**config.mk**
```make
export PLATFORM = sky130hd
export DESIGN_NAME = adc_current_sampler
export DESIGN_NICKNAME = d
export VERILOG_FILES = /design/src/rtl/adc_current_sampler_pkg.sv /design/src/rtl/adc_spi_frame.sv /design/src/rtl/adc_current_sampler.sv
export SDC_FILE = /design/constraint.sdc
export NUM_CORES = 1
export LEC_CHECK = 0
export ABC_CLOCK_PERIOD_IN_PS = 6700
export CAP_MARGIN = 20
export CORE_MARGIN = 4
export CORE_UTILIZATION = 36
export CTS_BUF_LIST = sky130_fd_sc_hd__clkbuf_2
export CTS_CLUSTER_SIZE = 16
export DETAILED_ROUTE_END_ITERATION = 16
export HOLD_SLACK_MARGIN = 0.05
export PLACE_DENSITY = 0.64
export SLEW_MARGIN = 20
export SYNTH_ARGS = -nofsm -noshare
export SYNTH_HDL_FRONTEND = slang
export SYNTH_SLANG_ARGS = --single-unit
export TNS_END_PERCENT = 5
```
**constraint.sdc**
```tcl
create_clock -name clk -period 6.7 [get_ports clk]
set_input_delay 1.34 -clock clk [delete_from_list [all_inputs] [get_ports clk]]
set_output_delay 1.34 -clock clk [all_outputs]
set_load 0.05 [all_outputs]
```
**src/rtl/adc_current_sampler_pkg.sv**
```systemverilog
// Shared types and constants for the phase-current ADC sampler.
//   adc_smp_state_t : top-level sequencing states
//   ADC_FRAME_BITS  : bits per SPI frame (16)
package adc_current_sampler_pkg;

  localparam int ADC_FRAME_BITS = 16;

  typedef enum logic [2:0] {
    IDLE,
    CS_SETUP,
    SHIFT,
    CS_GAP,
    DONE
  } adc_smp_state_t;

endpackage

```
**src/rtl/adc_spi_frame.sv**
```systemverilog
// One 16-bit CPOL=0 SPI transfer: a setup half-period with SCLK low, then 16
// SCLK periods (low half, high half), each half SCLK_DIV clk cycles long.
//   clk, rst  : system clock, synchronous active-high reset
//   start     : 1-cycle pulse, loads tx_word and begins the setup half-period
//   tx_word   : word shifted out on mosi, MSB first
//   sclk      : SPI clock (idle low)
//   mosi      : changes on the clk that drives sclk low
//   miso      : sampled on the clk that drives sclk high
//   rx_word   : received word, MSB first; complete when done is high
//   done      : high in the last cycle of the transfer (combinational)
module adc_spi_frame
  import adc_current_sampler_pkg::*;
#(
  parameter int SCLK_DIV = 2
) (
  input  logic                      clk,
  input  logic                      rst,
  input  logic                      start,
  input  logic [ADC_FRAME_BITS-1:0] tx_word,
  output logic                      sclk,
  output logic                      mosi,
  input  logic                      miso,
  output logic [ADC_FRAME_BITS-1:0] rx_word,
  output logic                      done
);

  localparam int               DIV_W    = (SCLK_DIV > 1) ? $clog2(SCLK_DIV) : 1;
  localparam logic [DIV_W-1:0] DIV_LOAD = DIV_W'(SCLK_DIV - 1);
  // Half-periods remaining after the current one: setup + 2 per bit.
  localparam logic [5:0]       PH_FIRST = 6'(2 * ADC_FRAME_BITS);

  logic                      active;
  logic [5:0]                ph_left;
  logic [5:0]                ph_nxt;
  logic [DIV_W-1:0]          div_cnt;
  logic [ADC_FRAME_BITS-1:0] tx_sh;
  logic [ADC_FRAME_BITS-1:0] rx_sh;
  logic                      ph_end;

  assign ph_end  = active && (div_cnt == '0);
  assign ph_nxt  = ph_left - 6'd1;
  assign done    = ph_end && (ph_left == '0);
  assign mosi    = active & tx_sh[ADC_FRAME_BITS-1];
  assign rx_word = rx_sh;

  always_ff @(posedge clk) begin
    if (rst) begin
      active  <= 1'b0;
      sclk    <= 1'b0;
      ph_left <= '0;
      div_cnt <= '0;
      tx_sh   <= '0;
      rx_sh   <= '0;
    end else if (start) begin
      active  <= 1'b1;
      sclk    <= 1'b0;
      ph_left <= PH_FIRST;
      div_cnt <= DIV_LOAD;
      tx_sh   <= tx_word;
    end else if (ph_end) begin
      div_cnt <= DIV_LOAD;
      if (ph_left == '0) begin
        active <= 1'b0;
        sclk   <= 1'b0;
      end else begin
        ph_left <= ph_nxt;
        // Odd remaining count = low half. The first low half keeps the MSB
        // already presented during setup, later ones advance the word.
        if (ph_nxt[0]) begin
          sclk <= 1'b0;
          if (ph_nxt != PH_FIRST - 6'd1) tx_sh <= tx_sh << 1;
        end else begin
          sclk  <= 1'b1;
          rx_sh <= {rx_sh[ADC_FRAME_BITS-2:0], miso};
        end
      end
    end else if (active) begin
      div_cnt <= div_cnt - 1'b1;
    end
  end

endmodule

```
**src/rtl/adc_current_sampler.sv**
```systemverilog
// SPI master for the phase-current ADC. On an accepted trigger it reads ADC_N
// channels in sequence (one 16-bit frame each), subtracts per-channel offsets
// and presents signed currents together with a 1-cycle cur_vld strobe.
//   clk, rst : system clock, synchronous active-high reset
//   en       : enables trigger acceptance (a running sequence always completes)
//   trig     : 1-cycle start strobe
//   offset   : per-channel zero-current code, sampled only in DONE
//   adc_*    : SPI pins (CPOL=0, active-low CS)
//   cur      : signed raw - offset per channel, held between strobes
//   cur_vld  : 1-cycle strobe, cur[] is new in this cycle
//   busy     : from trigger acceptance through the cur_vld cycle
//   ovr      : 1-cycle strobe, a trigger arrived while busy and was dropped
//
// state    | meaning
// IDLE     | waiting for trig & en
// CS_SETUP | CS low, SCLK low, MOSI shows the word MSB
// SHIFT    | 16 SCLK periods of the current frame
// CS_GAP   | CS high for CS_HIGH cycles between frames
// DONE     | offset subtraction, cur_vld follows on the next cycle
module adc_current_sampler
  import adc_current_sampler_pkg::*;
#(
  parameter int ADC_N    = 2,
  parameter int ADC_W    = 12,
  parameter int SCLK_DIV = 2,
  parameter int CS_HIGH  = 4
) (
  input  logic                        clk,
  input  logic                        rst,
  input  logic                        en,
  input  logic                        trig,
  input  logic [ADC_N-1:0][ADC_W-1:0] offset,
  output logic                        adc_sclk,
  output logic                        adc_cs,
  output logic                        adc_mosi,
  input  logic                        adc_miso,
  output logic [ADC_N-1:0][ADC_W:0]   cur,
  output logic                        cur_vld,
  output logic                        busy,
  output logic                        ovr
);

  localparam int               TMR_MAX    = (SCLK_DIV > CS_HIGH) ? SCLK_DIV : CS_HIGH;
  localparam int               TMR_W      = (TMR_MAX > 1) ? $clog2(TMR_MAX) : 1;
  localparam logic [TMR_W-1:0] SETUP_LOAD = TMR_W'(SCLK_DIV - 1);
  localparam logic [TMR_W-1:0] GAP_LOAD   = TMR_W'(CS_HIGH - 1);
  localparam logic [1:0]       CH_LAST    = 2'(ADC_N - 1);

  adc_smp_state_t              state, state_nxt;
  logic [1:0]                  ch, ch_nxt;
  logic [TMR_W-1:0]            tmr, tmr_nxt;
  logic                        tmr_tc;
  logic                        accept;
  logic                        frm_start;
  logic                        frm_done;
  logic [ADC_FRAME_BITS-1:0]   tx_word;
  logic [ADC_FRAME_BITS-1:0]   rx_word;
  logic [ADC_N-1:0][ADC_W-1:0] raw;
  logic                        unused_rx;

  assign tmr_tc    = (tmr == '0);
  // The cur_vld cycle still counts as busy, so a trigger there is dropped.
  assign busy      = (state != IDLE) | cur_vld;
  assign accept    = trig & en & ~busy;
  assign adc_cs    = ~((state == CS_SETUP) | (state == SHIFT));
  // The word selects the channel converted in the frame being started.
  assign tx_word   = {2'b00, ch_nxt, {(ADC_FRAME_BITS-4){1'b0}}};
  assign unused_rx = ^rx_word;

  adc_spi_frame #(
    .SCLK_DIV (SCLK_DIV)
  ) u_frame (
    .clk     (clk),
    .rst     (rst),
    .start   (frm_start),
    .tx_word (tx_word),
    .sclk    (adc_sclk),
    .mosi    (adc_mosi),
    .miso    (adc_miso),
    .rx_word (rx_word),
    .done    (frm_done)
  );

  always_comb begin
    state_nxt = state;
    ch_nxt    = ch;
    tmr_nxt   = tmr_tc ? tmr : tmr - 1'b1;
    frm_start = 1'b0;
    case (state)
      IDLE: begin
        ch_nxt = '0;
        if (accept) begin
          state_nxt = CS_SETUP;
          tmr_nxt   = SETUP_LOAD;
          frm_start = 1'b1;
        end
      end
      CS_SETUP: begin
        if (tmr_tc) state_nxt = SHIFT;
      end
      SHIFT: begin
        if (frm_done) begin
          state_nxt = CS_GAP;
          tmr_nxt   = GAP_LOAD;
        end
      end
      CS_GAP: begin
        if (tmr_tc) begin
          if (ch == CH_LAST) begin
            state_nxt = DONE;
          end else begin
            state_nxt = CS_SETUP;
            ch_nxt    = ch + 2'd1;
            tmr_nxt   = SETUP_LOAD;
            frm_start = 1'b1;
          end
        end
      end
      DONE: begin
        state_nxt = IDLE;
        ch_nxt    = '0;
      end
      default: state_nxt = IDLE;
    endcase
  end

  always_ff @(posedge clk) begin
    if (rst) begin
      state   <= IDLE;
      ch      <= '0;
      tmr     <= '0;
      raw     <= '0;
      cur     <= '0;
      cur_vld <= 1'b0;
      ovr     <= 1'b0;
    end else begin
      state   <= state_nxt;
      ch      <= ch_nxt;
      tmr     <= tmr_nxt;
      cur_vld <= (state == DONE);
      ovr     <= trig & busy;
      if ((state == SHIFT) && frm_done) begin
        for (int k = 0; k < ADC_N; k++) begin
          if (ch == 2'(k)) raw[k] <= rx_word[ADC_W-1:0];
        end
      end
      if (state == DONE) begin
        for (int k = 0; k < ADC_N; k++) begin
          cur[k] <= $signed({1'b0, raw[k]}) - $signed({1'b0, offset[k]});
        end
      end
    end
  end

endmodule

```
==> run_results.csv, run 1 <==
group,metric,value,unit
synth,synth_cell_type_count,63,
clock_network,htree_levels,3,
clock_network,cts_root_buf,"clkbuf_2",
timing,rsz0062_at_grt,"no",
route,dr_total_vias,3528,
clock_network,path_clk_slew,0.23,ns
clock_network,post-cts-setup-buffers,0,
critical_path,arrival,2.13,ns
die,start_util,37.4,%
synth,async_flop_share,0,%
synth,synth_edf_count,0,
cells_and_area,layout_common_cells,"84 x dfxtp_1, 59 x clkdlybuf4s50_1, 56 x nand2_1, 51 x nor2_1, 42 x a21oi_1",
placement,io_buffers,60,
route,antenna_left,0,
route,wl_per_cell,13.4,µm
outcome,outcome,"completed",
power,peakVddDrop,0.0894,mV
clock_network,cts_tree,"yes",
route,routed_wl,9.40,mm
clock_network,ctsHoldBuffers,0,
timing,slew_violations,0,
route,dr.pass1.iters,4,
synth,syn-num-nets,554,
die,ioPinCount,61,
clock_network,insertion_delay,0.54,ns
timing,post-route-period-util,51.7,%
die,fp.dieH,118,µm
critical_path,path_max_fanout,7,
synth,synth_ff_type,"dfxtp_1",
power,p_leak,2.17,nW
die,dieArea,0.0139,mm²
synth,ys_ff_latch,84,
global_route,overflow,0,
timing,fin_skew,0.0410,ns
critical_path,path_delay_family,"buffers and inverters",
timing,maxSlewHeadroom,42.1,%
cells_and_area,drive_gt1_share,5.94,%
timing,fmax,0.289,GHz
job,drv_cap,0,
global_route,antenna_found_initial,1,
critical_path,crit_type,"register to primary output",
route,vias_per_cell,5.04,
timing,worst_slack,3.23,ns
cells_and_area,areaGrowthSynthToFinish,18.8,%
critical_path,setup.worst_path.start_class,"register",
critical_path,critical_path_buf_inv_count,2,
timing,finalSetupViolations,0,
power,power.density,201,mW/mm²
die,std_cell_rows,39,
cells_and_area,final_common_cell,"dfxtp_1",
clock_network,cts_buffer_depth,2,
global_route,grt_pass1_vias,3429,
global_route,grt.total_usage,14.0,%
cells_and_area,nets,608,
cells_and_area,fill_cells,1153,
die,die_w,118,µm
synth,avgSynthCellArea,8.74,µm²
placement,dp_hpwl,6.91,mm
route,drcViolationCount,0,
critical_path,cp_cell_sequence,"nor4_4, inv_1, clkdlybuf4s50_1",
timing,finalHoldViolCount,0,
clock_network,ctsResizeCount,0,
placement,gp_congestion,0.854,
placement,pre_cts_ws,3.06,ns
critical_path,cp-end-kind,"primary output",
clock_network,cts_buffers,9,
min_path,worstHoldPathType,"register to register",
timing,finalCriticalPeriod,3.47,ns
synth,syn_inst,497,
die,core,0.0116,mm²
timing,tns,0,ns
global_route,grt_pass1_wl,16.2,mm
critical_path,slowest_delay,0.70,ns
timing,tightest_slew,0.866,ns
synth,yosysSeqAreaShare,38.7,%
synth,synthesis.area,0.00434,mm²
route,drt-initial-drc-count,183,
clock_network,cts.sinks,84,
synth,yosysWarnings,0,
global_route,grt_max_degree,77,
critical_path,crit_slowest_cell,"clkdlybuf4s50_1",
critical_path,critPathRequiredTime,5.36,ns
-- cell families (layout without fill, tap and decap cells) --
logic type               after synthesis  in the layout  share of synthesized area (%)
AND/OR/NAND/NOR                      182            182                           22.2
AO/OA/AOI/OAI                        109            109                           15.7
flip-flops                            84             84                           38.7
buffers and inverters                 50            109                           5.30
adder cells (fa/ha/maj)               28             28                           8.41
multiplexers                          28             28                           6.48
XOR/XNOR                              16             16                           3.23
other                                  0              1                              0
-- layer usage --
metal / share of wire [%] / vias up / track usage (%)
met5: 0 / - / 0
met2: 44 / 66 / 21.3
met3: 3.8 / 10 / 3.99
met1: 51 / 1624 / 19.1
li1: - / 1828 / -
met4: 1.4 / 0 / 4.25
-- area by class of cell --
class	instances	area [µm²]	area share, %
Tap cell	143	179	3.47
Clock buffer	10	50.0	0.970
Timing Repair Buffer	62	611	11.8
Sequential cell	84	1680	32.6
Antenna cell	1	2.50	0.0485
Multi-Input combinational cell	363	2430	47.2
Clock inverter	6	86.3	1.67
Inverter	31	116	2.26
-- final timing paths --
check	to	slack [ns]	cells after the start	startpoint
max	busy	3.23	3	state[0]
min	cur[2]	0.47	2	cur[2]
max reg2reg	cur[25]	4.39	6	state[0]
min reg2reg	cur[2]	0.47	2	cur[2]
-- synth_stat cells, drive strengths merged, types with 3 or more instances --
library cell | n | area [µm²]
nand2b | 14 | 87.6
nor2 | 54 | 220
o21ai | 23 | 115
o21a | 7 | 52.6
nor3b | 3 | 33.8
dfxtp | 84 | 1680
nor2b | 11 | 68.8
nand3b | 6 | 57.6
nand2 | 56 | 210
ha | 26 | 325
buf | 10 | 78.8
clkbuf | 9 | 35.0
xor2 | 6 | 52.6
a31oi | 4 | 25.0
xnor2 | 10 | 87.6
mux2i | 27 | 270
a211oi | 9 | 67.6
inv | 31 | 116
nor3 | 8 | 45.0
o31ai | 3 | 27.5
nand3 | 14 | 100
a21o | 6 | 45.0
a21oi | 43 | 219
-- worst reg2reg max path, cell delays in order (launching register included) --
cell       delay (ns)
dfxtp_1          0.46
nor2_1           0.35
and2_1           0.18
buf_4            0.28
nand2b_1         0.36
a2111oi_0        0.50
o2bb2ai_1        0.15
-- state kept, by name, summed over array words and instances, names as in the netlist, 2 cells and up --
register / cells
cur: 26
u_frame.tx_sh: 4
state: 3
raw: 24
u_frame.ph_left: 6
ch: 2
tmr: 2
u_frame.rx_word: 12
-- power breakdown --
group	switching, W	internal, W	total [W]
Combinational	0.000118	0.0000825	0.000200
Clock	0.000179	0.000125	0.000304
Sequential	0.0000180	0.000514	0.000532
-- per-stage QoR --
stage	std cells	util (%)	cell area (µm²)	hold slack [ns]	power (W)
final	700	44.4	5160	0.466	0.00104
after detailed placement	683	43.2	5020	0.444	0.000744
after floorplan	497	-	4340	0.436	0.000689
after global placement	683	43.2	5020	0.439	0.000738
after global routing	700	44.4	5160	0.501	0.00109
after CTS	699	44.4	5160	0.469	0.00105
Power figures use the tool's default switching activity.
==> run 2: changes to the inputs <==
--- a/config.mk
+++ b/config.mk
@@ -5,7 +5,7 @@
 export SDC_FILE = /design/constraint.sdc
 export NUM_CORES = 1
 export LEC_CHECK = 0
-export ABC_CLOCK_PERIOD_IN_PS = 6700
+export ABC_CLOCK_PERIOD_IN_PS = 2950
 export CAP_MARGIN = 20
 export CORE_MARGIN = 4
 export CORE_UTILIZATION = 36
@@ -13,7 +13,7 @@
 export CTS_CLUSTER_SIZE = 16
 export DETAILED_ROUTE_END_ITERATION = 16
 export HOLD_SLACK_MARGIN = 0.05
-export PLACE_DENSITY = 0.64
+export PLACE_DENSITY = 0.66
 export SLEW_MARGIN = 20
 export SYNTH_ARGS = -nofsm -noshare
 export SYNTH_HDL_FRONTEND = slang
==> constraint.sdc (replaced) <==
create_clock -name clk -period 2.95 [get_ports clk]
set_input_delay 0.59 -clock clk [delete_from_list [all_inputs] [get_ports clk]]
set_output_delay 0.59 -clock clk [all_outputs]
set_load 0.05 [all_outputs]
==> run 2 against run 1 <==
  * Worst hold slack worse by 0.0011 ns
  * Register-to-register slack worse by 3.7 ns
  * Combinational power up 130%
  * Die area is the same
  * Sequential power rose by 130%
  * Worst setup slack worse by 3.0 ns
  * Sequential share of layout area shrank 0.27 points
  * Flip-flop and latch count stayed put
  * Clock power grew 110%
  * Design area increased by 0.82%
  * Global-route usage fell by 0.055 points
  * Non-clock buffer count is 5 higher
  * Largest power group unchanged
==> run_results.csv, run 2 (synthesized netlist as in run 1, its figures left out) <==
group,metric,value,unit
clock_network,cts.sinks,84,
clock_network,cts_root_buf,"clkbuf_2",
clock_network,cts_buffer_depth,2,
global_route,grt.total_usage,13.9,%
die,die_w,118,µm
clock_network,cts_tree,"yes",
cells_and_area,nets,613,
route,wl_per_cell,13.5,µm
min_path,worstHoldPathType,"register to register",
placement,dp_hpwl,7.09,mm
die,std_cell_rows,39,
clock_network,insertion_delay,0.55,ns
outcome,outcome,"completed",
clock_network,ctsResizeCount,0,
global_route,antenna_found_initial,1,
critical_path,path_max_fanout,7,
timing,fin_skew,0.0307,ns
clock_network,path_clk_slew,0.24,ns
global_route,overflow,0,
die,fp.dieH,118,µm
timing,slew_violations,0,
timing,finalCriticalPeriod,2.75,ns
global_route,grt_pass1_vias,3468,
die,ioPinCount,61,
cells_and_area,layout_common_cells,"84 x dfxtp_1, 59 x clkdlybuf4s50_1, 56 x nand2_1, 51 x nor2_1, 42 x a21oi_1",
timing,tightest_slew,0.600,ns
critical_path,arrival,2.16,ns
critical_path,critPathRequiredTime,2.36,ns
cells_and_area,largest_register_ffs,26,
job,drv_cap,0,
global_route,grt_pass1_wl,16.2,mm
critical_path,setup.worst_path.start_class,"register",
placement,gp_congestion,0.811,
timing,finalSetupViolations,0,
clock_network,htree_levels,3,
route,dr_total_vias,3586,
die,core,0.0116,mm²
power,p_leak,2.19,nW
placement,numPlacedInstances,688,
cells_and_area,final_common_cell,"dfxtp_1",
placement,io_buffers,60,
critical_path,cp-end-kind,"primary output",
clock_network,cts_buffers,9,
power,power.density,447,mW/mm²
global_route,grt_max_degree,42,
cells_and_area,finalNonFillerCells,705,
cells_and_area,areaGrowthSynthToFinish,19.7,%
die,dieArea,0.0139,mm²
die,start_util,37.4,%
route,drt-initial-drc-count,236,
route,routed_wl,9.50,mm
clock_network,post-cts-setup-buffers,0,
cells_and_area,regMostFlops,"cur",
route,dr.pass1.iters,6,
timing,maxSlewHeadroom,59.8,%
route,vias_per_cell,5.09,
timing,post-route-period-util,93.1,%
route,drcViolationCount,0,
route,antenna_left,0,
power,peakVddDrop,0.200,mV
timing,finalHoldViolCount,0,
timing,fmax,0.364,GHz
timing,rsz0062_at_grt,"no",
clock_network,ctsHoldBuffers,0,
cells_and_area,drive_gt1_share,6.95,%
timing,tns,0,ns
critical_path,crit_type,"register to primary output",
run 2: cell type report:
type,count,area [µm²]
fill,1151,6410
clock inverter,7,83.8
inverter,31,116
sequential,84,1680
multi-input combinational,363,2430
antenna,1,2.50
tap,143,179
clock buffer,9,45.0
timing repair buffer,67,661
run 2: stage by stage:
| stage | area [µm²] | worst slack, ns | util [%] | hold WS (ns) | total power (W) |
|---|---|---|---|---|---|
| floorplan | 4340 | 0.660 | - | 0.436 | 0.00156 |
| CTS | 5200 | 0.121 | 44.8 | 0.457 | 0.00236 |
| global placement | 5070 | 0.135 | 43.7 | 0.439 | 0.00168 |
| global route | 5200 | 0.0684 | 44.8 | 0.457 | 0.00244 |
| detailed placement | 5070 | 0.0897 | 43.7 | 0.444 | 0.00169 |
| finish | 5200 | 0.204 | 44.8 | 0.465 | 0.00232 |
run 2: final timing paths:
kind | depth (start not counted) | slack (ns) | endpoint | from
max | 3 | 0.20 | busy | state[0]
min | 2 | 0.46 | cur[4] | cur[4]
max reg2reg | 9 | 0.68 | cur[10] | raw[0]
min reg2reg | 2 | 0.46 | cur[4] | cur[4]
run 2: power breakdown:
part	leakage (nW)	switching, W	internal (W)
Sequential	0.678	0.0000410	0.00117
Clock	0.0746	0.000444	0.000209
Combinational	1.44	0.000270	0.000190
run 2: worst max-delay path: stages (launching register included):
cell and delay (ns):
dfxtp_1 0.46, nor4_4 0.37, inv_1 0.09, clkdlybuf4s50_1 0.71
run 2: routing by layer:
metal | track usage, % | share of wire [%]
met1 | 17.9 | 48
met2 | 22.0 | 45
met3 | 3.46 | 5.0
met4 | 6.45 | 1.8
met5 | 0 | 0
==> run 3: changes to the inputs <==
--- a/config.mk
+++ b/config.mk
@@ -5,15 +5,17 @@
 export SDC_FILE = /design/constraint.sdc
 export NUM_CORES = 1
 export LEC_CHECK = 0
-export ABC_CLOCK_PERIOD_IN_PS = 2950
+export ABC_CLOCK_PERIOD_IN_PS = 2540
 export CAP_MARGIN = 20
+export CELL_PAD_IN_SITES_DETAIL_PLACEMENT = 1
+export CELL_PAD_IN_SITES_GLOBAL_PLACEMENT = 1
 export CORE_MARGIN = 4
 export CORE_UTILIZATION = 36
 export CTS_BUF_LIST = sky130_fd_sc_hd__clkbuf_2
 export CTS_CLUSTER_SIZE = 16
 export DETAILED_ROUTE_END_ITERATION = 16
 export HOLD_SLACK_MARGIN = 0.05
-export PLACE_DENSITY = 0.66
+export PLACE_DENSITY = 0.78
 export SLEW_MARGIN = 20
 export SYNTH_ARGS = -nofsm -noshare
 export SYNTH_HDL_FRONTEND = slang
==> constraint.sdc (replaced) <==
create_clock -name clk -period 2.54 [get_ports clk]
set_input_delay 0.508 -clock clk [delete_from_list [all_inputs] [get_ports clk]]
set_output_delay 0.508 -clock clk [all_outputs]
set_load 0.05 [all_outputs]
==> run 3 against run 2 <==
  * Combinational power rose by 16%
  * Critical endpoint is now adc_cs
  * Power rose by 27%
  * Final cell count increased by 0.99%
  * Routed wire length rose by 15%
  * Flip-flop and latch count is the same
  * Critical path depth did not move
  * Largest power group unchanged
  * Via count up 2.2%
  * Clock power up 55%
==> run_results.csv, run 3 (synthesized netlist as in run 1, its figures left out) <==
group,metric,value,unit
placement,numPlacedInstances,696,
clock_network,cts_root_buf,"clkbuf_2",
global_route,grt_use_met2,28.5,%
global_route,antenna_found_initial,0,
clock_network,path_clk_slew,0.25,ns
critical_path,path_max_fanout,7,
global_route,busiest_layer,"met2",
critical_path,slowest_delay,0.58,ns
power,power.density,554,mW/mm²
timing,fmax,0.424,GHz
cells_and_area,diodes,0,
clock_network,cts_buffer_depth,2,
clock_network,post-cts-setup-buffers,0,
global_route,grt_pass1_wl,19.1,mm
clock_network,cts_buffers,9,
cells_and_area,layout_common_cells,"84 x dfxtp_1, 56 x nand2_1, 56 x clkdlybuf4s50_1, 51 x nor2_1, 42 x a21oi_1",
timing,rsz0062_at_grt,"no",
critical_path,cp_cell_sequence,"xor2_1, nand2b_1, dlygate4sd2_1",
route,drcViolationCount,0,
timing,maxSlewHeadroom,58.1,%
placement,dp_hpwl,8.14,mm
timing,fin_skew,0.0245,ns
clock_network,htree_levels,3,
clock_network,insertion_delay,0.55,ns
min_path,holdCritStartpoint,"rst",
critical_path,path_delay_family,"flip-flops",
global_route,grt.total_usage,16.5,%
placement,io_buffers,60,
global_route,grt_max_degree,54,
cells_and_area,fill_cells,1382,
min_path,worstHoldPathType,"input port to register",
die,std_cell_rows,39,
clock_network,cts.sinks,84,
power,p_leak,2.27,nW
critical_path,crit_type,"register to primary output",
die,dieArea,0.0139,mm²
route,antenna_left,0,
cells_and_area,areaGrowthSynthToFinish,22.3,%
critical_path,r2r-start,"raw[0]",
placement,pre_cts_ws,-0.278,ns
clock_network,cts_tree,"yes",
timing,tightest_slew,0.624,ns
timing,slew_violations,0,
critical_path,crit_slowest_cell,"dfxtp_1",
cells_and_area,nets,621,
placement,gp_congestion,0.842,
timing,post-route-period-util,92.9,%
critical_path,cp-end-kind,"primary output",
die,core,0.0116,mm²
critical_path,critical_path_buf_inv_count,1,
die,fp.dieH,118,µm
die,die_w,118,µm
timing,finalSetupViolations,0,
power,finalPower,0.00295,W
critical_path,arrival,1.85,ns
job,drv_cap,0,
global_route,grt_pass1_vias,3996,
timing,whs,0.313,ns
timing,finalCriticalPeriod,2.36,ns
cells_and_area,finalInstanceArea,0.00531,mm²
cells_and_area,final_common_cell,"dfxtp_1",
route,routed_wl,11.0,mm
cells_and_area,largest_register_ffs,26,
power,peakVddDrop,0.251,mV
die,start_util,37.4,%
outcome,outcome,"completed",
global_route,overflow,0,
route,drt-initial-drc-count,160,
route,wl_per_cell,15.4,µm
global_route,grt_use_met1,20.1,%
cells_and_area,finalNonFillerCells,712,
timing,worst_slack,0.180,ns
critical_path,critPathRequiredTime,2.03,ns
cells_and_area,regMostFlops,"cur",
die,ioPinCount,61,
critical_path,cp-startpoint,"state[0]",
critical_path,setup.worst_path.start_class,"register",
route,vias_per_cell,5.15,
timing,finalHoldViolCount,0,
clock_network,ctsHoldBuffers,0,
cells_and_area,drive_gt1_share,8.08,%
route,dr_total_vias,3665,
route,dr.pass1.iters,4,
placement,placed_area,0.00513,mm²
global_route,gr-usage-met3,3.46,%
run 3: final cells by class:
type                            instances  area, µm²  share of cell area, %
Timing Repair Buffer                   75        721                   13.6
Sequential cell                        84       1680                   31.6
Multi-Input combinational cell        363       2430                   45.8
Inverter                               31        116                   2.19
Clock buffer                            9       45.0                  0.848
Tap cell                              143        179                   3.37
Clock inverter                          7        139                   2.61
run 3: stage by stage:
step | utilization, % | setup TNS [ns]
floorplan | - | 0
global placement | 44.2 | -0.786
detailed placement | 44.2 | -1.51
CTS | 45.7 | 0
global route | 45.8 | 0
finish | 45.8 | 0
run 3: path summary, 6_finish.rpt:
kind	end	slack, ns	cells after the start
setup reg to reg	cur[10]	0.26	9
setup / recovery	adc_cs	0.18	3
hold / removal	cur[15]	0.31	2
hold reg to reg	u_frame.sclk	0.47	2
run 3: power by group:
part           internal [W]  leakage (nW)  switching [W]  total [W]
clock network      0.000518        0.0958       0.000489    0.00101
logic              0.000212          1.50       0.000321   0.000533
registers           0.00136         0.678      0.0000493    0.00141
run 3: layer usage:
layer | wire length (µm) | part of all wire [%]
met1 | 5160 | 47
met2 | 5260 | 48
met3 | 352 | 3.2
met4 | 176 | 1.6
met5 | 0 | 0
run 3: what timing repair did:
| action | 4_1_cts | 5_1_grt |
|---|---|---|
| setup endpoints to repair | 2 | 2 |
| gates resized for setup | 2 | 1 |
| pin swaps | 0 | 1 |
